**config.mk**
```make
export PLATFORM = sky130hd
export DESIGN_NAME = program_loader_flat
export DESIGN_NICKNAME = d
export VERILOG_FILES = /design/src/rtl/program_loader_pkg.sv /design/src/rtl/program_loader_if.sv /design/src/rtl/program_loader_byte_packer.sv /design/src/rtl/program_loader.sv /design/src/flat_wrapper.sv
export SDC_FILE = /design/constraint.sdc
export NUM_CORES = 1
export LEC_CHECK = 0
export BUFFER_PORTS_ARGS = -buffer_cell sky130_fd_sc_hd__buf_2
export CORE_AREA = 2 2 151 153
export DETAILED_ROUTE_END_ITERATION = 7
export DIE_AREA = 0 0 153 155
export GPL_TIMING_DRIVEN = 0
export PLACE_DENSITY = 0.67
export SLEW_MARGIN = 20
export SYNTH_ARGS = -nofsm -noshare
export SYNTH_HDL_FRONTEND = slang
export SYNTH_SLANG_ARGS = --single-unit
```
**constraint.sdc**
```tcl
create_clock -name clock -period 5.62 [get_ports clock]
set_clock_uncertainty 0.05 [all_clocks]
set_input_delay 0.281 -clock clock [delete_from_list [all_inputs] [get_ports clock]]
set_output_delay 0.281 -clock clock [all_outputs]
set_load 0.005 [all_outputs]
```
**src/rtl/program_loader_pkg.sv**
```systemverilog
// Shared definitions for the program loader slice.
//   ldr_state_e    : loader FSM states
//   HDR_BYTES      : bytes in the little-endian word-count header
//   BYTES_PER_WORD : bytes packed into each program word
package loader_pkg;

    typedef enum logic [2:0] {
        HDR   = 3'd0,
        LOAD  = 3'd1,
        WRITE = 3'd2,
        HOLD  = 3'd3,
        RUN   = 3'd4,
        DONE  = 3'd5,
        ERR   = 3'd6
    } ldr_state_e;

    localparam int unsigned HDR_BYTES      = 4;
    localparam int unsigned BYTES_PER_WORD = 4;

endpackage

```
**src/rtl/program_loader_if.sv**
```systemverilog
// Byte-stream input and memory write port of the program loader.
//   in_valid/in_data/in_ready : byte stream, transfer on in_valid && in_ready
//   memEn/memAddr/memData     : one-cycle write strobe, byte address, word
// slave  : the loader side
// master : the stream source / memory side
interface program_loader_if #(
    parameter int unsigned WIDTH = 32
);
    logic             in_valid;
    logic [7:0]       in_data;
    logic             in_ready;
    logic             memEn;
    logic [WIDTH-1:0] memAddr;
    logic [WIDTH-1:0] memData;

    modport slave  (input  in_valid, in_data, output in_ready, memEn, memAddr, memData);
    modport master (output in_valid, in_data, input  in_ready, memEn, memAddr, memData);
endinterface

```
**src/rtl/program_loader_byte_packer.sv**
```systemverilog
// Little-endian byte to word assembler.
//   clock, reset : clock and asynchronous active-high reset
//   clear        : discard any partially packed word
//   load         : byteIn is accepted this cycle
//   byteIn       : incoming byte
//   word         : packed word including the byte being loaded this cycle
//   wordValid    : this load completes a word (word is then complete)
module byte_packer
    import loader_pkg::*;
#(
    parameter int unsigned WIDTH = 32
) (
    input  logic             clock,
    input  logic             reset,
    input  logic             clear,
    input  logic             load,
    input  logic [7:0]       byteIn,
    output logic [WIDTH-1:0] word,
    output logic             wordValid
);
    localparam int unsigned IDX_W = $clog2(BYTES_PER_WORD);

    logic [IDX_W-1:0] byteIdx;
    logic [WIDTH-1:0] shadow;

    // word is combinational so the top can register a complete word on the
    // same edge that accepts its last byte.
    always_comb begin
        word = shadow;
        for (int unsigned i = 0; i < BYTES_PER_WORD; i++) begin
            if (load && byteIdx == IDX_W'(i)) begin
                word[i*8 +: 8] = byteIn;
            end
        end
    end

    assign wordValid = load && (byteIdx == IDX_W'(BYTES_PER_WORD - 1));

    always_ff @(posedge clock or posedge reset) begin
        if (reset) begin
            shadow  <= '0;
            byteIdx <= '0;
        end else if (clear) begin
            shadow  <= '0;
            byteIdx <= '0;
        end else if (load) begin
            if (wordValid) begin
                shadow  <= '0;
                byteIdx <= '0;
            end else begin
                shadow  <= word;
                byteIdx <= byteIdx + 1'b1;
            end
        end
    end
endmodule

```
**src/rtl/program_loader.sv**
```systemverilog
// Program loader: receives <word count><program words> as a byte stream,
// writes the words into processor memory, holds the core in reset during the
// load, then releases it and watches a0 for a pass value or a cycle timeout.
//   clock, reset : clock and asynchronous active-high reset
//   bus          : byte stream in, memory write port out (slave modport)
//   cpu_reset    : processor reset, high until the run starts
//   a0           : processor a0, sampled only while running
//   expected_a0  : a0 value that marks a successful run
//   done/pass/timeout/error : sticky status flags
//   cycles       : run cycles since cpu_reset fell
module program_loader
    import loader_pkg::*;
#(
    parameter int unsigned     WIDTH          = 32,
    parameter logic [WIDTH-1:0] ADDR_BASE     = '0,
    parameter int unsigned     MAX_WORDS      = 1024,
    parameter int unsigned     RESET_HOLD     = 2,
    parameter int unsigned     TIMEOUT_CYCLES = 5000
) (
    input  logic             clock,
    input  logic             reset,
    program_loader_if.slave  bus,
    output logic             cpu_reset,
    input  logic [WIDTH-1:0] a0,
    input  logic [WIDTH-1:0] expected_a0,
    output logic             done,
    output logic             pass,
    output logic             timeout,
    output logic             error,
    output logic [31:0]      cycles
);
    localparam int unsigned WIDX_W = $clog2(MAX_WORDS + 1);
    localparam int unsigned HOLD_W = $clog2(RESET_HOLD + 2);

    ldr_state_e        state;
    logic [WIDTH-1:0]  wordCount;
    logic [WIDX_W-1:0] wordIdx;
    logic [HOLD_W-1:0] holdCnt;
    logic              accept;
    logic [WIDTH-1:0]  packWord;
    logic              packValid;

    // in_ready depends on state only, so nothing from in_valid reaches memEn
    // combinationally and no byte is taken during the WRITE cycle.
    always_comb begin
        bus.in_ready = (state == HDR) || (state == LOAD);
        cpu_reset    = !((state == RUN) || (state == DONE));
    end

    assign accept = bus.in_valid && bus.in_ready;

    byte_packer #(
        .WIDTH (WIDTH)
    ) u_packer (
        .clock     (clock),
        .reset     (reset),
        .clear     (state == HOLD),
        .load      (accept),
        .byteIn    (bus.in_data),
        .word      (packWord),
        .wordValid (packValid)
    );

    always_ff @(posedge clock or posedge reset) begin
        if (reset) begin
            state       <= HDR;
            bus.memEn   <= 1'b0;
            bus.memAddr <= '0;
            bus.memData <= '0;
            wordCount   <= '0;
            wordIdx     <= '0;
            holdCnt     <= '0;
            cycles      <= '0;
            done        <= 1'b0;
            pass        <= 1'b0;
            timeout     <= 1'b0;
            error       <= 1'b0;
        end else begin
            case (state)
                HDR: begin
                    if (packValid) begin
                        wordCount <= packWord;
                        if (packWord == '0 || packWord > WIDTH'(MAX_WORDS)) begin
                            state <= ERR;
                            error <= 1'b1;
                        end else begin
                            state <= LOAD;
                        end
                    end
                end
                LOAD: begin
                    if (packValid) begin
                        bus.memEn   <= 1'b1;
                        bus.memAddr <= ADDR_BASE + (WIDTH'(wordIdx) << 2);
                        bus.memData <= packWord;
                        state       <= WRITE;
                    end
                end
                WRITE: begin
                    bus.memEn <= 1'b0;
                    wordIdx   <= wordIdx + 1'b1;
                    holdCnt   <= '0;
                    if (WIDTH'(wordIdx) == wordCount - 1'b1) begin
                        state <= (RESET_HOLD == 0) ? RUN : HOLD;
                    end else begin
                        state <= LOAD;
                    end
                end
                HOLD: begin
                    if (holdCnt == HOLD_W'(RESET_HOLD - 1)) begin
                        state <= RUN;
                    end else begin
                        holdCnt <= holdCnt + 1'b1;
                    end
                end
                RUN: begin
                    // A match takes priority over a timeout in the same cycle.
                    if (a0 == expected_a0) begin
                        pass  <= 1'b1;
                        done  <= 1'b1;
                        state <= DONE;
                    end else if (cycles == TIMEOUT_CYCLES) begin
                        timeout <= 1'b1;
                        done    <= 1'b1;
                        state   <= DONE;
                    end else begin
                        cycles <= cycles + 1;
                    end
                end
                DONE: state <= DONE;
                ERR:  state <= ERR;
                default: state <= HDR;
            endcase
        end
    end
endmodule

```
**src/flat_wrapper.sv**
```systemverilog
// flat-port wrapper written by rule: the top's interface ports become plain ports
module program_loader_flat import loader_pkg::*;
#(
    parameter int unsigned     WIDTH          = 32,
    parameter logic [WIDTH-1:0] ADDR_BASE     = '0,
    parameter int unsigned     MAX_WORDS      = 1024,
    parameter int unsigned     RESET_HOLD     = 2,
    parameter int unsigned     TIMEOUT_CYCLES = 5000
)
  (clock, reset, cpu_reset, a0, expected_a0, done, pass, timeout, error, cycles, bus_in_valid, bus_in_data, bus_in_ready, bus_memEn, bus_memAddr, bus_memData);
  program_loader_if #(.WIDTH(WIDTH)) bus_i ();
  input  logic clock;
  input  logic reset;
  output logic cpu_reset;
  input  logic [WIDTH-1:0] a0;
  input  logic [WIDTH-1:0] expected_a0;
  output logic done;
  output logic pass;
  output logic timeout;
  output logic error;
  output logic [31:0] cycles;
  input wire logic [$bits(bus_i.in_valid)-1:0] bus_in_valid;
  input wire logic [$bits(bus_i.in_data)-1:0] bus_in_data;
  output wire logic [$bits(bus_i.in_ready)-1:0] bus_in_ready;
  output wire logic [$bits(bus_i.memEn)-1:0] bus_memEn;
  output wire logic [$bits(bus_i.memAddr)-1:0] bus_memAddr;
  output wire logic [$bits(bus_i.memData)-1:0] bus_memData;
  assign bus_i.in_valid = bus_in_valid;
  assign bus_i.in_data = bus_in_data;
  assign bus_in_ready = bus_i.in_ready;
  assign bus_memEn = bus_i.memEn;
  assign bus_memAddr = bus_i.memAddr;
  assign bus_memData = bus_i.memData;
  program_loader #(.WIDTH(WIDTH), .ADDR_BASE(ADDR_BASE), .MAX_WORDS(MAX_WORDS), .RESET_HOLD(RESET_HOLD), .TIMEOUT_CYCLES(TIMEOUT_CYCLES)) u_core (.clock(clock), .reset(reset), .bus(bus_i), .cpu_reset(cpu_reset), .a0(a0), .expected_a0(expected_a0), .done(done), .pass(pass), .timeout(timeout), .error(error), .cycles(cycles));
endmodule
```
; ---- Yosys cells after proc, flatten, opt, wreduce, memory -nomap -nowiden
; Cells that the tools add are included.
[totals]
reg_bits = 162
input_bits = 75
[classes]
n_addsub = 5
magnitude_cmp = 1
n_eq_ne = 18
mux = 24
bitwise = 2
reduce_logical = 26
[ops]
columns = op, count
row1 = $mux W32, 3
row2 = $add A32 B1 Y32 const B, 1
row3 = $eq A11 B32 Y1, 1
row4 = $eq A32 B13 Y1 const B, 1
row5 = $eq A32 B32 Y1, 1
row6 = $gt A32 B11 Y1 const B, 1
row7 = $logic_not A32 Y1, 1
row8 = $mux W8, 4
row9 = $sub A32 B1 Y32 const B, 1
row10 = $pmux W3 S7, 1
row11 = $mux W3, 6
row12 = $reduce_and A2 Y1, 6
row13 = $add A11 B1 Y11 const B, 1
row14 = $mux W2, 5
row15 = $eq A3 B3 Y1 const B, 3
row16 = $reduce_and A3 Y1, 3
row17 = $reduce_bool A2 Y1, 4
row18 = $eq A3 B2 Y1 const B, 2
row19 = $ne A2 B1 Y1 const B, 3
row20 = $logic_and A1 B1 Y1, 5
row21 = $add A2 B1 Y2 const B, 2
row22 = $eq A2 B1 Y1 const B, 2
row23 = $eq A2 B2 Y1 const B, 2
row24 = $pmux W2 S2, 1
row25 = 11 further kinds, 16

; ---- Longest topological paths before layout
[depth]
ltp_word = 10
mapped_depth = 10

; ---- Modules after synthesis
; From an unflattened synthesis, not the netlist that was laid out.
[unflattened]
cells_unflattened = 790
area_unflattened_um2 = 8648.3
[modules_own_cells]
columns = mod, instances, cells_per_inst, area_per_inst_um2, seq_area_each_um2
row1 = program_loader, 1, 598, 6585.1, 3203.1
row2 = byte_packer, 1, 192, 2063.2, 850.8

; ---- Least setup slack after synthesis
; OpenSTA, ideal clock, no wires.
[synth_timing]
path_kind = flip-flop to flip-flop
startpoint = register u_core.wordCount[0]
endpoint = register u_core.state[1]
setup_ps = 92
t_arrival_ps = 2317
setup_slack_ps = 3161
path_stages_with_launch = 9
path_buffers = 0
path_cell_list = dfrtp_1 inv_1 ha_1 or3b_1 nor3_1 nand2_1 o32a_1 a2111o_1 o31ai_2
[synth_between]
elab_chain_cells = 4
[synth_rtl]
columns = element, line
row1 = from (decl), program_loader.sv:36  ; logic [WIDTH-1:0] wordCount;
row2 = from (signal assigned), program_loader.sv:82  ; wordCount <= packWord;
row3 = $sub A32 B1 Y32, program_loader.sv:103  ; if (WIDTH'(wordIdx) == wordCount - 1'b1) begin
row4 = $eq A11 B32 Y1, program_loader.sv:103
row5 = $mux W2, program_loader.sv:103
row6 = $pmux W3 S7, program_loader.sv:79  ; case (state)
row7 = to (signal assigned), program_loader.sv:104  ; state <= (RESET_HOLD == 0) ? RUN : HOLD;
row8 = to (decl), program_loader.sv:35  ; ldr_state_e state;
; Every way passes these cells.
; A chain may end at the register's enable or synchronous reset.

; ---- Worst setup path after layout
[layout_timing]
startpoint = register u_core.u_packer.byteIdx[1]
endpoint = register u_core.state[1]
[layout_between]
elab_chain_cells = 8
elab_cells_between_ends = 21
classes_between = 1 x order compare / 5 x eq/ne / 7 x mux / 8 x reduce/logical
[layout_rtl]
columns = element, line
row1 = from (decl), program_loader_byte_packer.sv:23  ; logic [IDX_W-1:0] byteIdx;
row2 = from (signal assigned), program_loader_byte_packer.sv:52  ; byteIdx <= byteIdx + 1'b1;
row3 = $eq A2 B1 Y1 (tied with other cells), program_loader_byte_packer.sv:31  ; if (load && byteIdx == IDX_W'(i)) begin
row4 = "$logic_and A1 B1 Y1, on equally long branches", "program_loader_byte_packer.sv:31, program_loader_byte_packer.sv:37"
row5 = $mux W8, program_loader_byte_packer.sv:31
row6 = $gt A32 B11 Y1 / $logic_not A32 Y1 (equally long branches), program_loader.sv:83  ; if (packWord == '0 || packWord > WIDTH'(MAX_WORDS)) begin
row7 = $logic_or A1 B1 Y1, program_loader.sv:83
row8 = $mux W3, program_loader.sv:83
row9 = $mux W3, program_loader.sv:81  ; if (packValid) begin
row10 = $pmux W3 S7, program_loader.sv:79
; Several ways; a longest one is shown, not always the timed one. The select of a mux whose other input is x is not followed.

==> key figures <==
Synthesis
  • Synth Instances: 802
  • Mean post-synth cell area: 10.3 sq um
  • Post-synth top flop: dfrtp_1
  • Synth area leader: dfrtp_1
  • Synth top area share: 49.3%
  • Seq cells post-synth: 162
  • Ys async rst share: 100%
  • EDFF count, synth: 0
  • Register area share after synthesis: 49.3%
  • Yosys warns: 0
  • Synth Cell Area: 8220 sq um
  • Netlist cell types: 61
  • Synth top area cells: dfrtp_1, xnor2_1, mux2_2

Min path
  • Hold Path Sink: u_core.u_packer.byteIdx[1]$_DFFE_PP0P_
  • Hold crit path type: input port to flip-flop
  • Hold Path Depth: 3
  • Worst hold start: bus_in_valid

Cells and area
  • Post-layout util: 45.0%
  • Most frequent cells in the layout: dfrtp_1, buf_2, nor2_1
  • Fillcell total: 2,107
  • Area delta synth->final: 21.6%
  • Commonest non-fill, non-tap cell in the layout: dfrtp_1
  • Share of cells above drive strength 1: 24.3%
  • Final nets: 1,075
  • Antenna cells: 0

Worst setup path
  • Register-to-Register Path Depth: 9
  • Crit path arrival time: 3400 ps
  • Reg2reg start: u_core.u_packer.byteIdx[1]$_DFFE_PP0P_
  • Cell Chain, Critical Path: inv_1 -> ha_1 -> nor4bb_1 -> buf_2 -> a21oi_1 -> a2111oi_0 -> nand3_1 -> a221oi_1 -> o31ai_2
  • CP max stage cell: nor4bb_1
  • CP max stage delay: 650 ps
  • Startpoint Class: flip-flop
  • CP required: 5850 ps
  • Crit-path leading delay family: compound AO/OA/AOI/OAI gates
  • Critical path type: flip-flop to flip-flop
  • CP max FO: 10
  • Crit path capture type: flip-flop
  • FF-to-FF End: u_core.state[1]$_DFFE_PP0P_
  • Reg2Reg Setup Slack: 2460 ps
  • Worst Path Buf+Inv: 2
  • Crit path from: u_core.u_packer.byteIdx[1]$_DFFE_PP0P_

Timing
  • RSZ-0062 raised after global routing: no
  • Final hold viol count: 0
  • Fmax: 316 MHz
  • Min Tclk post-route: 3160 ps
  • Final Max Tran Viols: 0
  • Final period util: 56.3%
  • Setup TNS: 0 ps
  • Final setup fails: 0
  • Relative slew slack: 45.4%
  • Worst Tran Pin Value: 812 ps

Clock network
  • Total CTS buffers: 17
  • Post-cts resize count: 0
  • Setup bufs post-CTS: 0
  • H-tree Lvls: 4
  • Clock Path Buffers: 2
  • CTS tree: built
  • Worst skew pair latency: 430 ps
  • Root Buffer: clkbuf_16
  • CTS clk-pin slew, worst paths: 70 ps
  • Sink Count: 162

Power
  • Worst vdd ir: 0.199 mV
  • Power Dens Cells: 237 nW/um^2
  • Lkg Pwr: 4.96 nW

GRT
  • Global-route total usage across every layer: 18.0%
  • Vias in the first global route: 6,358
  • Met3 Usage GRT: 4.51%
  • Global-route wire length before repair: 34.2 mm
  • Largest net degree at the start of global routing: 88
  • Gr busiest metal: met2
  • Total gr overflow: 0
  • Initial antenna violation count: 0
  • Met2 Resource Use GR: 28.4%
  • Routing usage on met1: 24.5%

Floorplanning
  • Die footprint: 23,700 sq um
  • Die width: 153 microns
  • FP Rows: 55
  • Core area: 22,200 sq um
  • Starting density of the core: 37.0%
  • Die H: 155 microns
  • Io pins: 178

Place
  • Dpl hpwl: 15.3 mm
  • IO Port Bufs: 148
  • Placer congestion estimate: 0.884

Routing
  • Pre-Repair DR Iteration Count: 5
  • Total length of routed wires: 20.9 mm
  • Vias: 6,648
  • 1st-iter DRT viols: 556
  • Number of remaining DRC errors: 0
  • Antenna-violating nets left: 0
  • Vias/cell: 5.16
  • Avg WL per Cell: 16.2 microns

Status
  • Status: complete, no violations

Run
  • Maxcap violations: 0
[timing repair]
action	in CTS	in global routing
endpoints found under the hold margin	75	0
endpoints found under the setup margin	0	0
hold buffers	1	0
[worst max path at each step]
stage,end,cells after the start,slack [ps]
after floorplan,u_core.bus.memAddr[10]$_DFFE_PP0P_,1,910
after global placement,u_core.bus.memAddr[7]$_DFFE_PP0P_,2,-1010
after detailed placement,u_core.state[1]$_DFFE_PP0P_,8,2510
after CTS,u_core.state[1]$_DFFE_PP0P_,8,2500
after global routing,u_core.state[1]$_DFFE_PP0P_,9,1950
final,u_core.state[1]$_DFFE_PP0P_,9,2460
[area by class of cell]
type                       instances  area, sq um  area share (%)
clock inverter                    12          103            1.03
multi-input combinational        578         3850            38.5
timing repair buffer             150          778            7.78
sequential                       162         4050            40.5
tap                              285          357            3.57
buffer                            66          335            3.35
inverter                          16         67.6           0.676
clock buffer                      20          457            4.57
[per-stage QoR]
step | hold slack [ps] | instance area (sq um) | setup slack (ps) | power, W | instances
global route | 269 | 10000 | 1950 | 0.00246 | 1289
floorplan | 404 | 8300 | 912 | 0.00125 | 822
CTS | 213 | 10000 | 2500 | 0.00239 | 1289
detailed placement | 343 | 9430 | 2510 | 0.00130 | 1256
global placement | 397 | 9390 | -1010 | 0.00129 | 1255
finish | 226 | 10000 | 2460 | 0.00237 | 1289
[cells in the mapped netlist (3+ instances only)]
cell      count
mux2_2       27
a31oi_1       6
buf_4        21
buf_1         4
nor3_1       11
or4_1         8
nor3b_1       3
nor4_1       17
nor2b_1       4
clkbuf_1     34
nand2_1      62
o22ai_1       3
nand4_1      20
and2_1       17
and4_1        6
ha_1          9
inv_1        16
xnor2_1      61
dfrtp_1     162
o31ai_1       4
nand2b_1      4
buf_2         6
nor2_1       64
a21oi_1      36
nand3b_1      3
and3_1       12
o21ai_0      42
mux2i_1      26
nor4b_1       4
nand3_1      15
xor2_1       26
a22o_1       26
or3_1         8
o21bai_1      3
[sequential cells by signal, summed over array words and instances (netlist names), 2 cells and up]
name / cells
u_core.u_packer.shadow: 32
u_core.holdCnt: 2
u_core.bus.memAddr: 11
u_core.wordIdx: 11
u_core.u_packer.byteIdx: 2
u_core.state: 3
u_core.wordCount: 32
u_core.cycles: 32
u_core.bus.memData: 32
[power breakdown]
part / total (W) / switching [W] / leakage, nW / internal, W
clock network: 0.00109 / 0.000497 / 0.261 / 0.000597
registers: 0.00117 / 0.0000000367 / 2.20 / 0.00117
logic: 0.000106 / 0.0000583 / 2.50 / 0.0000474
total: 0.00237 / 0.000556 / 4.96 / 0.00181
[tightest hold or removal path, cell delays in order]
cell and delay [ps]:
buf_2 160, a31oi_1 90, o21ai_0 140
[kinds of logic (layout without fill, tap and decap cells)]
group	Yosys count	in the layout	synth area share, %
compound gates	137	137	10.8
xor+xnor	87	87	9.27
fa+ha+maj	9	9	1.37
buf+inv	82	264	4.81
flops	162	162	49.3
mux	53	53	6.86
other cells	1	21	0.0456
simple gates	271	271	17.5
[metal layers]
layer  wire length (microns)  share of wire [%]
met1                    9430                 45
met2                    9620                 46
met3                    1440                6.9
met4                     436                2.1
met5                       0                  0
(Power assumes the default switching activity.)
